### config.mk
export PLATFORM = sky130hd
export DESIGN_NAME = asconp_ctrl
export DESIGN_NICKNAME = d
export VERILOG_FILES = /design/src/rtl/asconp_ctrl.sv
export SDC_FILE = /design/constraint.sdc
export NUM_CORES = 1
export LEC_CHECK = 0
export ABC_AREA = 1
export CAP_MARGIN = 20
export CORE_AREA = 2 2 501 503
export DETAILED_ROUTE_END_ITERATION = 8
export DIE_AREA = 0 0 503 505
export HOLD_SLACK_MARGIN = 0.02
export SETUP_SLACK_MARGIN = 0.3
export SYNTH_ARGS = -nofsm -noshare
export SYNTH_HDL_FRONTEND = slang
export SYNTH_SLANG_ARGS = --single-unit
export TNS_END_PERCENT = 20
### constraint.sdc
create_clock -name clk_i -period 1.5 [get_ports clk_i]
set_input_delay 0.15 -clock clk_i [delete_from_list [all_inputs] [get_ports clk_i]]
set_output_delay 0.15 -clock clk_i [all_outputs]
set_load 0.03 [all_outputs]
### src/rtl/asconp_ctrl.sv
// ---------------------------------------------------------------------------
// asconp_ctrl -- round sequencer for the one-round-per-cycle Ascon-p core.
//
// Accepts a 320-bit state (x0..x4) over a start valid/ready handshake and
// feeds it through the external round core for ROUNDS_A (mode 1) or
// ROUNDS_B (mode 0) rounds. The round counter goes straight to the core's
// round_cnt input. The permuted state is returned over a done valid/ready
// handshake.
//
// Ports
//   clk_i, rst_n_i          clock, asynchronous active-low reset
//   start_valid_i/ready_o   request handshake; mode_i, x0_i..x4_i sampled on accept
//   done_valid_o/ready_i    result handshake; x0_o..x4_o hold the result
//   flush_i                 synchronous abort to IDLE (highest priority)
//   busy_o                  high in RUN or DONE
//   lut_lock_o              high in RUN (S-box LUT writes must be refused)
//   round_cnt_o             round counter C to the core
//   px0_o..px4_o            state register to the core
//   px0_i..px4_i            one-round result from the core
// ---------------------------------------------------------------------------
module asconp_ctrl #(
   parameter int ROUNDS_A = 12,
   parameter int ROUNDS_B = 6
) (
   input  logic        clk_i,
   input  logic        rst_n_i,
   input  logic        start_valid_i,
   output logic        start_ready_o,
   input  logic        mode_i,
   input  logic [63:0] x0_i,
   input  logic [63:0] x1_i,
   input  logic [63:0] x2_i,
   input  logic [63:0] x3_i,
   input  logic [63:0] x4_i,
   output logic        done_valid_o,
   input  logic        done_ready_i,
   output logic [63:0] x0_o,
   output logic [63:0] x1_o,
   output logic [63:0] x2_o,
   output logic [63:0] x3_o,
   output logic [63:0] x4_o,
   input  logic        flush_i,
   output logic        busy_o,
   output logic        lut_lock_o,
   output logic [3:0]  round_cnt_o,
   output logic [63:0] px0_o,
   output logic [63:0] px1_o,
   output logic [63:0] px2_o,
   output logic [63:0] px3_o,
   output logic [63:0] px4_o,
   input  logic [63:0] px0_i,
   input  logic [63:0] px1_i,
   input  logic [63:0] px2_i,
   input  logic [63:0] px3_i,
   input  logic [63:0] px4_i
);

   // Round counts outside 1..12 cannot be expressed with a counter that
   // always finishes at 11, so reject them at elaboration.
   generate
      if (ROUNDS_A < 1 || ROUNDS_A > 12) begin : g_bad_rounds_a
         $error("asconp_ctrl: ROUNDS_A must be in 1..12");
      end
      if (ROUNDS_B < 1 || ROUNDS_B > 12) begin : g_bad_rounds_b
         $error("asconp_ctrl: ROUNDS_B must be in 1..12");
      end
   endgenerate

   // The counter always ends at 11, so a shorter permutation simply starts
   // later in the constant schedule (p^6 starts at 6, p^8 at 4).
   localparam logic [3:0] C_START_A = 4'(12 - ROUNDS_A);
   localparam logic [3:0] C_START_B = 4'(12 - ROUNDS_B);
   localparam logic [3:0] C_LAST    = 4'd11;

   typedef enum logic [1:0] {
      ST_IDLE = 2'd0,
      ST_RUN  = 2'd1,
      ST_DONE = 2'd2
   } state_t;

   state_t            r_state;
   state_t            w_state_next;
   logic [4:0][63:0]  r_s;
   logic [4:0][63:0]  w_s_next;
   logic [3:0]        r_c;
   logic [3:0]        w_c_next;
   logic [4:0][63:0]  w_x_in;
   logic [4:0][63:0]  w_px_in;
   logic              w_start_ready;
   logic              w_done_valid;

   assign w_x_in  = {x4_i, x3_i, x2_i, x1_i, x0_i};
   assign w_px_in = {px4_i, px3_i, px2_i, px1_i, px0_i};

   // ---------------------------------------------------------------------
   // State register
   // ---------------------------------------------------------------------
   always_ff @(posedge clk_i or negedge rst_n_i) begin
      if (!rst_n_i) begin
         r_state <= ST_IDLE;
         r_s     <= '0;
         r_c     <= '0;
      end else begin
         r_state <= w_state_next;
         r_s     <= w_s_next;
         r_c     <= w_c_next;
      end
   end

   // ---------------------------------------------------------------------
   // Next-state and handshake logic
   // ---------------------------------------------------------------------
   always_comb begin
      w_state_next  = r_state;
      w_s_next      = r_s;
      w_c_next      = r_c;
      w_start_ready = 1'b0;
      w_done_valid  = 1'b0;

      case (r_state)
         ST_IDLE: begin
            w_start_ready = 1'b1;
            if (start_valid_i) begin
               w_s_next     = w_x_in;
               w_c_next     = mode_i ? C_START_A : C_START_B;
               w_state_next = ST_RUN;
            end
         end
         ST_RUN: begin
            w_s_next = w_px_in;
            // The round with C = 11 is the last one; keep C there.
            if (r_c == C_LAST) begin
               w_state_next = ST_DONE;
            end else begin
               w_c_next = r_c + 4'd1;
            end
         end
         ST_DONE: begin
            w_done_valid = 1'b1;
            if (done_ready_i) begin
               w_state_next = ST_IDLE;
            end
         end
         default: begin
            w_state_next = ST_IDLE;
         end
      endcase

      // Flush overrides accept and the DONE handshake. The state register
      // keeps its contents; only the counter is cleared.
      if (flush_i) begin
         w_state_next = ST_IDLE;
         w_s_next     = r_s;
         w_c_next     = 4'd0;
      end
   end

   // ---------------------------------------------------------------------
   // Outputs
   // ---------------------------------------------------------------------
   assign start_ready_o = w_start_ready;
   assign done_valid_o  = w_done_valid;
   assign busy_o        = (r_state != ST_IDLE);
   assign lut_lock_o    = (r_state == ST_RUN);
   assign round_cnt_o   = r_c;

   assign px0_o = r_s[0];
   assign px1_o = r_s[1];
   assign px2_o = r_s[2];
   assign px3_o = r_s[3];
   assign px4_o = r_s[4];

   assign x0_o  = r_s[0];
   assign x1_o  = r_s[1];
   assign x2_o  = r_s[2];
   assign x3_o  = r_s[3];
   assign x4_o  = r_s[4];

endmodule

==> metrics.txt <==
# clock sinks 326; count of endpoints failing setup in the final report roughly 540; number of H-tree branching levels 2; total via count after detailed routing 22,970; number of distinct library cell variants in the gate-level netlist after synthesis 23; number of vias per cell after detailed routing around 3.1; P per Cell Area 1406 nW/um^2; total global routing overflow 0; initial core utilization a little under 8%; area delta synth->final 105.6%; Seq cells post-synth 326; vertical die dimension slightly above 500 um; Total Routing Usage GR ~17%; vias in the first global route 21,700; largest net degree at the start of global routing 99; first-iteration detailed-routing DRC count 1,589; crit path setup slack, layout -285.3 ps; Total Nets Final between 4,000 and 5,000; relative max-transition margin 54.90%; synthesized area per cell between 7 and 8 sq um; Core ar. 248,200 sq um; nature of the critical path startpoint flop; Setup crit end kind output port; net count of the mapped netlist about 3,400; clock tree from TritonCTS yes; area enclosed by the die boundary approximately 250,000 sq um; post-detailed-route DRC marker count 0; wire length reported by the detailed router 226,400 um; Reg clk slew, reported paths about 60 ps; share of the yosys chip area belonging to registers roughly 41%; IR Drop Worst-Case VDD 0.8040 mV; status finished, violations left; Register-to-Register Setup Slack -260 ps; WHS approximately 95 ps; Std-Cell Rows between 150 and 200; clk_skew 30.75 ps; number of search-and-repair iterations in the first detailed-routing pass 5; first-pass GRT wire length between 200,000 and 300,000 um; cell area after synthesis 19,700 sq um; DP HPWL 200,100 um; number of placed cells counting well taps 7,119; sum of negative setup slack -71,000 ps; antenna violations before repair 211; total power after layout ~0.057 W; commonest cells after routing, fill and taps aside nand2_1 (1,266), clkdlybuf4s50_1 (644), buf_4 (371); clock buffers created by TritonCTS 50; Yosys warning count 0; clock tree root buffer cell clkbuf_16; num ports between 1,000 and 1,500; Setup CP Type flop to output port; number of violations of the max-capacitance limit 0; Die X-Extent approximately 500 um; gp weighted congestion 0.9453; Hold Path Class input port to flop; shortest clock period the worst path allows after layout 1785 ps; clk_lat worst skew between 600 and 700 ps; most common cell after layout, fill and taps aside nand2_1; required time at the worst-slack endpoint 1350 ps; CP arrival 1640 ps; post-layout util 16.32%; share of the clock period used by the worst path 119.0%; maximum clock path buffer count 3; Finished Layout Cells 7,315; number of hold violations in the final report 0; Max Clk Rate ~560 MHz; critical path peak fanout 2; pin slew with the least headroom to its limit 674.3 ps; RSZ-0062 raised after global routing true; average routed wire per standard cell 30.95 um; fraction of final layout cells with drive strength greater than 1 27.63%; number of cells produced by synthesis 2,761; residual antenna-violating net count after detailed routing 0; # port buffers approximately 1,300; violated checks setup timing; cell leakage power 18.71 nW; final number of max-transition violations 0
## registers in the layout, summed over array words and instances (netlist names)
| name | flops |
|---|---|
| px4_o | 64 |
| r_state | 2 |
| px0_o | 64 |
| px1_o | 64 |
| px2_o | 64 |
| px3_o | 64 |
| round_cnt_o | 4 |
## routing by layer
metal  wire (um)  track usage (%)
met1       77090            16.95
met2       95550            25.39
met3       45570            15.14
met4        6966            4.429
met5        1217                0
## cells in the mapped netlist
cell | instances | area (sq um)
buf_4 | 324 | 2432
dfrtp_1 | 326 | 8158
nor2_1 | 9 | 33.78
ha_1 | 1 | 12.51
inv_1 | 328 | 1231
nor3_4 | 1 | 16.27
nand2_2 | 1 | 6.260
o21ai_1 | 11 | 55.05
a21oi_1 | 1 | 5.000
buf_1 | 3 | 11.26
nand4_1 | 2 | 12.51
buf_2 | 83 | 415.4
nor2_4 | 1 | 11.26
nor2_2 | 1 | 6.260
o21ai_0 | 232 | 1161
buf_6 | 14 | 157.7
nand2_1 | 1300 | 4880
clkbuf_8 | 20 | 275.3
o21ai_2 | 78 | 683.2
clkbuf_1 | 8 | 30.03
nand3_1 | 8 | 40.04
clkbuf_4 | 8 | 60.06
or2_2 | 1 | 6.260
## report_power, final
| part | switching, W | total [W] | internal [W] |
|---|---|---|---|
| clock | 0.00527 | 0.0131 | 0.00787 |
| combinational | 0.0179 | 0.0304 | 0.0125 |
| sequential | 0.00280 | 0.0134 | 0.0106 |
| total | 0.0260 | 0.0569 | 0.0309 |
## repair_timing
action,CTS,global route
resized for setup,1413,104
setup endpoints to repair,973,978
cloned,0,12
endpoints found under the hold margin,326,0
pin swaps,3,2
hold buffers,2,0
buffers inserted,23,26
## per-stage QoR
step                      instance area (sq um)  setup slack [ps]
final                                     40500            -285.3
after global routing                      40420            -352.0
after CTS                                 39470            -354.1
after detailed placement                  37460            -354.8
after global placement                    37460            -348.7
after floorplan                           19760             109.9
## final timing paths
| check | startpoint | to | depth (start not counted) |
|---|---|---|---|
| setup / recovery | r_state[1] | lut_lock_o | 5 |
| hold / removal | start_valid_i | r_state[0] | 3 |
| setup reg to reg | r_state[1] | px3_o[21] | 10 |
| hold reg to reg | px2_o[44] | px2_o[44] | 2 |
| max in group asynchronous | rst_n_i | px2_o[43] | 3 |
| min in group asynchronous | rst_n_i | px2_o[40] | 3 |
## final cells by class
type	instances	area (sq um)
clock inverters	16	221.5
diodes	44	110.1
fillers	28190	207700
flip-flops and latches	326	8215
well taps	3330	4167
clock buffers	73	1531
repair buffers	1551	17940
inverters	328	1244
multi-input cells	1647	7064
## critical path, cell delays in order, from the launching register on
cell     delay, ps
dfrtp_1        400
buf_6          130
nor2_4          90
buf_6          110
buf_12         100
buf_8          110
## logic make-up after synthesis
kind of cell | share of synthesized area [%]
fa+ha+maj | 0.06350
buf+inv | 23.42
compound gates | 9.667
simple gates | 25.44
flops | 41.41
Note: power is estimated with default switching activity, not from simulation.
